[src/rtl/defines.sv]
// Shared opcode encoding for the 16/32-bit RISC pipeline.
package defines;

   typedef enum logic [5:0] {
      OP_NOP  = 6'd0,
      OP_ADD  = 6'd1,
      OP_SUB  = 6'd2,
      OP_AND  = 6'd3,
      OP_OR   = 6'd4,
      OP_NOR  = 6'd5,
      OP_XOR  = 6'd6,
      OP_SLA  = 6'd7,
      OP_SLL  = 6'd8,
      OP_SRA  = 6'd9,
      OP_SRL  = 6'd10,
      OP_ADDI = 6'd11,
      OP_SUBI = 6'd12,
      OP_LD   = 6'd13,
      OP_ST   = 6'd14,
      OP_BEZ  = 6'd15,
      OP_BNE  = 6'd16,
      OP_JMP  = 6'd17
   } opcode_t;

endpackage

[src/rtl/id_decode_stage_if.sv]
// Fetch, write-back and ID/EX signal bundle of the decode stage.
interface id_decode_stage_if #(
   parameter int DATA_W = 32,
   parameter int PC_W   = 16
);

   logic                     if_valid;
   logic [31:0]              if_instr;
   logic [PC_W-1:0]          if_pc;
   logic                     if_stall;
   logic                     flush;
   logic                     wb_en;
   logic [4:0]               wb_addr;
   logic signed [DATA_W-1:0] wb_data;
   logic                     id_valid;
   logic [5:0]               id_opcode;
   logic [4:0]               id_rd;
   logic signed [DATA_W-1:0] id_a;
   logic signed [DATA_W-1:0] id_b;
   logic signed [DATA_W-1:0] id_imm;
   logic [PC_W-1:0]          id_pc;
   logic                     id_reg_wr;
   logic                     id_mem_rd;
   logic                     id_mem_wr;
   logic                     id_branch;
   logic                     id_use_imm;
   logic                     id_illegal;

   modport master (
      output if_valid, if_instr, if_pc, flush, wb_en, wb_addr, wb_data,
      input  if_stall, id_valid, id_opcode, id_rd, id_a, id_b, id_imm, id_pc,
             id_reg_wr, id_mem_rd, id_mem_wr, id_branch, id_use_imm, id_illegal
   );

   modport slave (
      input  if_valid, if_instr, if_pc, flush, wb_en, wb_addr, wb_data,
      output if_stall, id_valid, id_opcode, id_rd, id_a, id_b, id_imm, id_pc,
             id_reg_wr, id_mem_rd, id_mem_wr, id_branch, id_use_imm, id_illegal
   );

endinterface

[src/rtl/id_decode_stage.sv]
// Instruction decode: field split, register read with write-back bypass,
// load-use stall, flush, and the ID/EX pipeline register.
module id_decode_stage
   import defines::*;
#(
   parameter int DATA_W = 32,
   parameter int PC_W   = 16
) (
   input  logic          clk,
   input  logic          rst_n,
   id_decode_stage_if.slave bus
);

   function automatic logic signed [DATA_W-1:0] sext_imm(input logic [15:0] v);
      return {{(DATA_W-16){v[15]}}, v};
   endfunction

   // R0 is hard-wired to zero, so it never takes the bypass either.
   function automatic logic signed [DATA_W-1:0] rd_bypass(
      input logic [4:0]               idx,
      input logic signed [DATA_W-1:0] stored,
      input logic                     we,
      input logic [4:0]               wa,
      input logic signed [DATA_W-1:0] wd
   );
      if (idx == 5'd0) return '0;
      if (we && (wa == idx)) return wd;
      return stored;
   endfunction

   logic signed [DATA_W-1:0] rf [32];

   logic [5:0]  op_raw;
   logic [4:0]  f_rd;
   logic [4:0]  f_rs1;
   logic [4:0]  f_rs2;
   logic [15:0] f_imm;

   opcode_t                  dec_op;
   logic                     dec_illegal;
   logic                     dec_fields;
   logic                     use_a;
   logic                     use_b;
   logic [4:0]               src_b;
   logic                     dec_reg_wr;
   logic                     dec_mem_rd;
   logic                     dec_mem_wr;
   logic                     dec_branch;
   logic                     dec_use_imm;
   logic signed [DATA_W-1:0] dec_a;
   logic signed [DATA_W-1:0] dec_b;
   logic signed [DATA_W-1:0] dec_imm;
   logic [4:0]               dec_rd;
   logic                     hazard;
   logic                     load_new;

   logic                     vld_p1;
   opcode_t                  op_p1;
   logic [4:0]               rd_p1;
   logic signed [DATA_W-1:0] a_p1;
   logic signed [DATA_W-1:0] b_p1;
   logic signed [DATA_W-1:0] imm_p1;
   logic [PC_W-1:0]          pc_p1;
   logic                     reg_wr_p1;
   logic                     mem_rd_p1;
   logic                     mem_wr_p1;
   logic                     branch_p1;
   logic                     use_imm_p1;
   logic                     illegal_p1;

   assign op_raw = bus.if_instr[31:26];
   assign f_rd   = bus.if_instr[25:21];
   assign f_rs1  = bus.if_instr[20:16];
   assign f_rs2  = bus.if_instr[15:11];
   assign f_imm  = bus.if_instr[15:0];

   always_comb begin
      dec_op      = OP_NOP;
      dec_illegal = 1'b0;
      dec_fields  = 1'b1;
      use_a       = 1'b0;
      use_b       = 1'b0;
      src_b       = f_rs2;
      dec_reg_wr  = 1'b0;
      dec_mem_rd  = 1'b0;
      dec_mem_wr  = 1'b0;
      dec_branch  = 1'b0;
      dec_use_imm = 1'b0;
      case (op_raw)
         OP_NOP: dec_fields = 1'b0;
         OP_ADD, OP_SUB, OP_AND, OP_OR, OP_NOR,
         OP_XOR, OP_SLA, OP_SLL, OP_SRA, OP_SRL: begin
            use_a      = 1'b1;
            use_b      = 1'b1;
            dec_reg_wr = 1'b1;
         end
         OP_ADDI, OP_SUBI: begin
            use_a       = 1'b1;
            dec_use_imm = 1'b1;
            dec_reg_wr  = 1'b1;
         end
         OP_LD: begin
            use_a       = 1'b1;
            dec_use_imm = 1'b1;
            dec_mem_rd  = 1'b1;
            dec_reg_wr  = 1'b1;
         end
         // Stores and BNE take their second source from the rd field.
         OP_ST: begin
            use_a       = 1'b1;
            use_b       = 1'b1;
            src_b       = f_rd;
            dec_use_imm = 1'b1;
            dec_mem_wr  = 1'b1;
         end
         OP_BEZ: begin
            use_a      = 1'b1;
            dec_branch = 1'b1;
         end
         OP_BNE: begin
            use_a      = 1'b1;
            use_b      = 1'b1;
            src_b      = f_rd;
            dec_branch = 1'b1;
         end
         OP_JMP: dec_branch = 1'b1;
         default: begin
            dec_illegal = 1'b1;
            dec_fields  = 1'b0;
         end
      endcase
      if (!dec_illegal) dec_op = opcode_t'(op_raw);
   end

   assign dec_a   = use_a ? rd_bypass(f_rs1, rf[f_rs1], bus.wb_en, bus.wb_addr, bus.wb_data) : '0;
   assign dec_b   = use_b ? rd_bypass(src_b, rf[src_b], bus.wb_en, bus.wb_addr, bus.wb_data) : '0;
   assign dec_imm = dec_fields ? sext_imm(f_imm) : '0;
   assign dec_rd  = dec_fields ? f_rd : 5'd0;

   // A load in ID/EX whose result is needed now cannot be bypassed yet.
   assign hazard = bus.if_valid && vld_p1 && mem_rd_p1 && (rd_p1 != 5'd0) &&
                   ((use_a && (f_rs1 == rd_p1)) || (use_b && (src_b == rd_p1)));

   assign bus.if_stall = hazard && !bus.flush;
   assign load_new     = bus.if_valid && !bus.flush && !hazard;

   always_ff @(posedge clk or negedge rst_n) begin
      if (!rst_n) begin
         for (int i = 0; i < 32; i++) rf[i] <= '0;
      end else if (bus.wb_en && (bus.wb_addr != 5'd0)) begin
         rf[bus.wb_addr] <= bus.wb_data;
      end
   end

   // ---- ID/EX boundary (p1) ----
   always_ff @(posedge clk or negedge rst_n) begin
      if (!rst_n) begin
         vld_p1     <= 1'b0;
         op_p1      <= OP_NOP;
         rd_p1      <= '0;
         a_p1       <= '0;
         b_p1       <= '0;
         imm_p1     <= '0;
         pc_p1      <= '0;
         reg_wr_p1  <= 1'b0;
         mem_rd_p1  <= 1'b0;
         mem_wr_p1  <= 1'b0;
         branch_p1  <= 1'b0;
         use_imm_p1 <= 1'b0;
         illegal_p1 <= 1'b0;
      end else if (load_new) begin
         vld_p1     <= 1'b1;
         op_p1      <= dec_op;
         rd_p1      <= dec_rd;
         a_p1       <= dec_a;
         b_p1       <= dec_b;
         imm_p1     <= dec_imm;
         pc_p1      <= bus.if_pc;
         reg_wr_p1  <= dec_reg_wr;
         mem_rd_p1  <= dec_mem_rd;
         mem_wr_p1  <= dec_mem_wr;
         branch_p1  <= dec_branch;
         use_imm_p1 <= dec_use_imm;
         illegal_p1 <= dec_illegal;
      end else begin
         vld_p1     <= 1'b0;
         op_p1      <= OP_NOP;
         rd_p1      <= '0;
         a_p1       <= '0;
         b_p1       <= '0;
         imm_p1     <= '0;
         pc_p1      <= '0;
         reg_wr_p1  <= 1'b0;
         mem_rd_p1  <= 1'b0;
         mem_wr_p1  <= 1'b0;
         branch_p1  <= 1'b0;
         use_imm_p1 <= 1'b0;
         illegal_p1 <= 1'b0;
      end
   end

   assign bus.id_valid   = vld_p1;
   assign bus.id_opcode  = op_p1;
   assign bus.id_rd      = rd_p1;
   assign bus.id_a       = a_p1;
   assign bus.id_b       = b_p1;
   assign bus.id_imm     = imm_p1;
   assign bus.id_pc      = pc_p1;
   assign bus.id_reg_wr  = reg_wr_p1;
   assign bus.id_mem_rd  = mem_rd_p1;
   assign bus.id_mem_wr  = mem_wr_p1;
   assign bus.id_branch  = branch_p1;
   assign bus.id_use_imm = use_imm_p1;
   assign bus.id_illegal = illegal_p1;

endmodule

[src/flat_wrapper.sv]
// flat-port wrapper written by rule: the top's interface ports become plain ports
module id_decode_stage_flat import defines::*;
#(
   parameter int DATA_W = 32,
   parameter int PC_W   = 16
)
  (clk, rst_n, bus_if_valid, bus_if_instr, bus_if_pc, bus_flush, bus_wb_en, bus_wb_addr, bus_wb_data, bus_if_stall, bus_id_valid, bus_id_opcode, bus_id_rd, bus_id_a, bus_id_b, bus_id_imm, bus_id_pc, bus_id_reg_wr, bus_id_mem_rd, bus_id_mem_wr, bus_id_branch, bus_id_use_imm, bus_id_illegal);
  id_decode_stage_if #(.DATA_W(DATA_W), .PC_W(PC_W)) bus_i ();
  input  logic clk;
  input  logic rst_n;
  input wire logic [$bits(bus_i.if_valid)-1:0] bus_if_valid;
  input wire logic [$bits(bus_i.if_instr)-1:0] bus_if_instr;
  input wire logic [$bits(bus_i.if_pc)-1:0] bus_if_pc;
  input wire logic [$bits(bus_i.flush)-1:0] bus_flush;
  input wire logic [$bits(bus_i.wb_en)-1:0] bus_wb_en;
  input wire logic [$bits(bus_i.wb_addr)-1:0] bus_wb_addr;
  input wire logic [$bits(bus_i.wb_data)-1:0] bus_wb_data;
  output wire logic [$bits(bus_i.if_stall)-1:0] bus_if_stall;
  output wire logic [$bits(bus_i.id_valid)-1:0] bus_id_valid;
  output wire logic [$bits(bus_i.id_opcode)-1:0] bus_id_opcode;
  output wire logic [$bits(bus_i.id_rd)-1:0] bus_id_rd;
  output wire logic [$bits(bus_i.id_a)-1:0] bus_id_a;
  output wire logic [$bits(bus_i.id_b)-1:0] bus_id_b;
  output wire logic [$bits(bus_i.id_imm)-1:0] bus_id_imm;
  output wire logic [$bits(bus_i.id_pc)-1:0] bus_id_pc;
  output wire logic [$bits(bus_i.id_reg_wr)-1:0] bus_id_reg_wr;
  output wire logic [$bits(bus_i.id_mem_rd)-1:0] bus_id_mem_rd;
  output wire logic [$bits(bus_i.id_mem_wr)-1:0] bus_id_mem_wr;
  output wire logic [$bits(bus_i.id_branch)-1:0] bus_id_branch;
  output wire logic [$bits(bus_i.id_use_imm)-1:0] bus_id_use_imm;
  output wire logic [$bits(bus_i.id_illegal)-1:0] bus_id_illegal;
  assign bus_i.if_valid = bus_if_valid;
  assign bus_i.if_instr = bus_if_instr;
  assign bus_i.if_pc = bus_if_pc;
  assign bus_i.flush = bus_flush;
  assign bus_i.wb_en = bus_wb_en;
  assign bus_i.wb_addr = bus_wb_addr;
  assign bus_i.wb_data = bus_wb_data;
  assign bus_if_stall = bus_i.if_stall;
  assign bus_id_valid = bus_i.id_valid;
  assign bus_id_opcode = bus_i.id_opcode;
  assign bus_id_rd = bus_i.id_rd;
  assign bus_id_a = bus_i.id_a;
  assign bus_id_b = bus_i.id_b;
  assign bus_id_imm = bus_i.id_imm;
  assign bus_id_pc = bus_i.id_pc;
  assign bus_id_reg_wr = bus_i.id_reg_wr;
  assign bus_id_mem_rd = bus_i.id_mem_rd;
  assign bus_id_mem_wr = bus_i.id_mem_wr;
  assign bus_id_branch = bus_i.id_branch;
  assign bus_id_use_imm = bus_i.id_use_imm;
  assign bus_id_illegal = bus_i.id_illegal;
  id_decode_stage #(.DATA_W(DATA_W), .PC_W(PC_W)) u_core (.clk(clk), .rst_n(rst_n), .bus(bus_i));
endmodule
[config.mk]
export PLATFORM = sky130hd
export DESIGN_NAME = id_decode_stage_flat
export DESIGN_NICKNAME = d
export VERILOG_FILES = /design/src/rtl/defines.sv /design/src/rtl/id_decode_stage_if.sv /design/src/rtl/id_decode_stage.sv /design/src/flat_wrapper.sv
export SDC_FILE = /design/constraint.sdc
export NUM_CORES = 2
export LEC_CHECK = 0
export CAP_MARGIN = 20
export CORE_ASPECT_RATIO = 1.5
export CORE_MARGIN = 2
export CORE_UTILIZATION = 52
export DETAILED_ROUTE_END_ITERATION = 10
export PLACE_DENSITY = 0.81
export SYNTH_ARGS = -nofsm -noshare
export SYNTH_HDL_FRONTEND = slang
export SYNTH_SLANG_ARGS = --single-unit
[constraint.sdc]
create_clock -name clk -period 9.2 [get_ports clk]
set_clock_uncertainty 0.05 [all_clocks]
set_input_delay 1.38 -clock clk [delete_from_list [all_inputs] [get_ports clk]]
set_output_delay 1.38 -clock clk [all_outputs]
set_load 0.05 [all_outputs]
==> reports/qor.yml <==
sta:
  relSlewSlack_pct: 12.7
  final-hold-violation-count: 0
  grt_setup_unrepaired: "no"
  min_period_ns: 7.11
  finalSetupViolCount: 0
  fmax_ghz: 0.141
  period_share_pct: 77.3
  fin_setup_tns_ns: 0
  worstMarginPinSlew_ns: 1.31
  slew_viol_final: 0
  holdWs_ns: 0.350
clock_network:
  clock-sinks: 1138
  cts_tree: "done"
  clk_pin_slew_ns: 0.07
  postCtsResizedCells: 0
  numCtsBuffers: 102
  cts_buffer_depth: 3
  ctsRootBufferMaster: "clkbuf_16"
  cts_setup_buffers: 0
  insertion_delay_ns: 0.73
  h-tree-depth: 3
  hold_buffers: 0
global_route:
  grt_pass1_wl_um: 289000
  grt_max_degree: 188
  antenna_found_initial: 5
  gr-usage-all-layers_pct: 33.4
  grt_overflow: 0
  grt_pass1_vias: 45419
critical_path:
  path_cells: "clkdlybuf4s50_1, and4b_1, o21ai_4, buf_4, mux2i_1, o2111ai_1, nor4b_1, o21ai_1, buf_4, nor2_1, clkdlybuf4s50_1"
  cp-startpoint: "bus_if_instr[30]"
  crit_required_ns: 7.77
  cp-start-kind: "input pin"
  cp_num_buf_inv: 4
  r2r-start: "u_core.bus.id_rd[0]"
  path_class: "input pin to primary output"
  critical_path.top_delay_family: "buffers and inverters"
  slowest_stage: "clkdlybuf4s50_1"
  arrival_ns: 5.68
  slowest_delay_ns: 0.83
  critPathMaxFanout: 32
  endpoint_kind: "primary output"
placed_design:
  portBuffers: 220
  gp_congestion: 0.886
  hpwl_um: 108000
  place_inst: 5786
drt:
  drtIter0Drc: 5976
  drtAntennaViolNets: 0
  drc: 0
  wl_per_cell_um: 32.7
  vias_per_cell: 7.34
  totalWireLength_um: 196000
  drt_first_pass_iters: 8
  vias: 43947
synth:
  avgSynthCellArea_um2: 13.0
  synthArstFlopShare_pct: 100
  ys_seq_area_share_pct: 48.2
  synth.area.top_cells: "dfrtp_1, mux2_2, mux4_2, mux2i_1, a211oi_1"
  yosysWarnings: 0
  synth_edf_count: 0
  synth_ff_type: "dfrtp_1"
  syn_nets: 4625
  netlist.area_leader.share_pct: 48.2
  netlist_area_um2: 59100
  yosys.cell_types.count: 66
  yosys.area.top_type: "dfrtp_1"
  ys_ff_latch: 1138
  syn_inst: 4535
floorplanning:
  core_area_um2: 113000
  initial_core_util_pct: 52.4
  rows: 151
  die_width_um: 279
  fp.dieArea_um2: 116000
  ios: 221
  fp.dieH_um: 417
pwr:
  clockPowerShare_pct: 32.9
  netSwitchingFraction_pct: 28.4
  leakage_nw: 28.2
  power_switching_mw: 3.94
  p_comb_share_pct: 19.4
  powerDensity_nw_per_um2: 210
  vdd_drop_max_v: 0.000171
  p_int_mw: 9.91
  seq_power_share_pct: 47.7
layout:
  postLayoutCoreUtil_pct: 58.5
  final_cells: 5985
  drive_gt1_share_pct: 36.4
  area_delta_synth_final_pct: 11.6
  nets: 4534
run:
  drv_cap: 0
worst_hold_path:
  min_path_type: "register to register"
  worstHoldStart: "u_core.rf[1016]"
outcome:
  outcome: "finished clean"
==> cell type report <==
| cell class | count | area [um^2] |
|---|---|---|
| sequential | 1138 | 28500 |
| tap | 1453 | 1820 |
| timing repair buffer | 316 | 3200 |
| multi-input combinational | 2880 | 28900 |
| antenna | 2 | 5.00 |
| inverter | 6 | 22.5 |
| clock inverter | 42 | 499 |
| clock buffer | 148 | 3030 |
| fill | 8434 | 46800 |
==> registers in the layout, indices dropped and copies added, names as in the netlist <==
signal	cells
u_core.bus.id_branch	1
u_core.bus.id_valid	1
u_core.bus.id_use_imm	1
u_core.rf	1024
u_core.bus.id_b	32
u_core.bus.id_rd	5
u_core.bus.id_illegal	1
u_core.bus.id_pc	16
u_core.bus.id_mem_wr	1
u_core.bus.id_mem_rd	1
u_core.bus.id_opcode	6
u_core.bus.id_imm	16
u_core.bus.id_a	32
u_core.bus.id_reg_wr	1
==> final timing paths <==
kind / end / slack (ns) / cells past startpoint
worst max-delay path: bus_if_stall / 2.09 / 11
worst min-delay path: u_core.rf[1016] / 0.35 / 0
worst max register to register: u_core.bus.id_a[12] / 6.01 / 9
worst min register to register: u_core.rf[1016] / 0.35 / 0
max in group asynchronous: u_core.rf[306] / 6.25 / 3
min in group asynchronous: u_core.bus.id_a[7] / 0.60 / 1
==> synth_stat cells, types with 2 or more instances <==
library cell	n
mux2_2	998
buf_2	42
nand2b_1	73
nor2_1	349
nand2_1	38
and3_1	19
a31oi_1	2
a21oi_1	73
nand3b_1	7
xor2_1	6
nor4b_1	4
a2111oi_0	2
a211oi_1	181
and2_1	18
buf_4	17
nand3_1	72
o211ai_1	4
o22ai_1	193
nand4_1	35
o41ai_1	30
clkbuf_1	358
buf_1	91
nor3b_1	8
dfrtp_1	1138
o2111ai_1	3
a22oi_1	62
o221ai_1	92
o21ai_0	11
mux2i_1	147
xnor2_1	10
nor2b_1	9
mux4_2	321
nor4_1	37
nor3_1	9
buf_6	3
o211a_1	32
o21a_1	2
or3_1	3
or4_1	4
inv_1	6
==> placed cells by master, fill, tap and decap left out, types with 15 or more instances in the layout <==
cell type,instances
a211oi_1,181
a21oi_1,73
a22oi_1,62
and2_1,18
and3_1,18
buf_4,80
clkbuf_1,20
clkbuf_16,109
clkbuf_8,22
clkdlybuf4s50_1,212
clkinv_2,22
dfrtp_1,1138
mux2_2,996
mux2i_1,138
mux4_2,321
nand2_1,23
nand2_2,15
nand2b_1,73
nand3_1,72
nand4_1,35
nor2_1,331
nor2_4,18
nor4_1,37
o211a_1,32
o221ai_1,92
o22ai_1,193
o41ai_1,30
==> worst register-to-register path, cell delays in order, from the launching register on <==
cell and delay [ns]:
dfrtp_1 0.48, nand2b_1 0.15, o2111ai_1 0.14, mux2i_1 0.15
o2111ai_1 0.14, nor4b_1 0.45, o21a_1 0.39, or4_2 0.41
buf_4 0.54, nor2_1 0.17
==> stage by stage <==
step           worst slack [ns]  instance area (um^2)  total power, mW
4_1_cts                    2.16                 65800             13.8
3_5_place_dp               2.16                 62200             9.27
3_3_place_gp               2.21                 62200             9.12
2_1_floorplan              3.77                 59100             8.39
5_1_grt                    1.76                 66000             14.3
6_report                   2.09                 66000             13.9
==> cell families after synthesis <==
| group | after synthesis | synth area share [%] |
|---|---|---|
| AND/OR/NAND/NOR | 692 | 5.61 |
| other | 1 | 0.00635 |
| multiplexers | 1466 | 33.7 |
| buffers and inverters | 517 | 3.52 |
| flip-flops | 1138 | 48.2 |
| AO/OA/AOI/OAI | 705 | 8.68 |
| XOR/XNOR | 16 | 0.237 |
==> power groups by stage <==
| stage | Sequential [mW] | Clock [mW] | Combinational, mW |
|---|---|---|---|
| after floorplan | 6.45 | 0 | 1.94 |
| after global placement | 6.58 | 0 | 2.54 |
| after detailed placement | 6.65 | 0 | 2.62 |
| after CTS | 6.57 | 4.57 | 2.64 |
| after global routing | 6.70 | 4.77 | 2.84 |
| final | 6.61 | 4.55 | 2.68 |
==> metal layers <==
metal / global-route usage [%] / wire length [um] / vias to the layer above
met4: 23.8 / 16000 / 4
met1: 41.2 / 67300 / 22503
met2: 50.9 / 89000 / 3378
li1: - / - / 17086
met5: 0 / 25 / -
met3: 9.01 / 23100 / 976
Power figures use the tool's default switching activity.
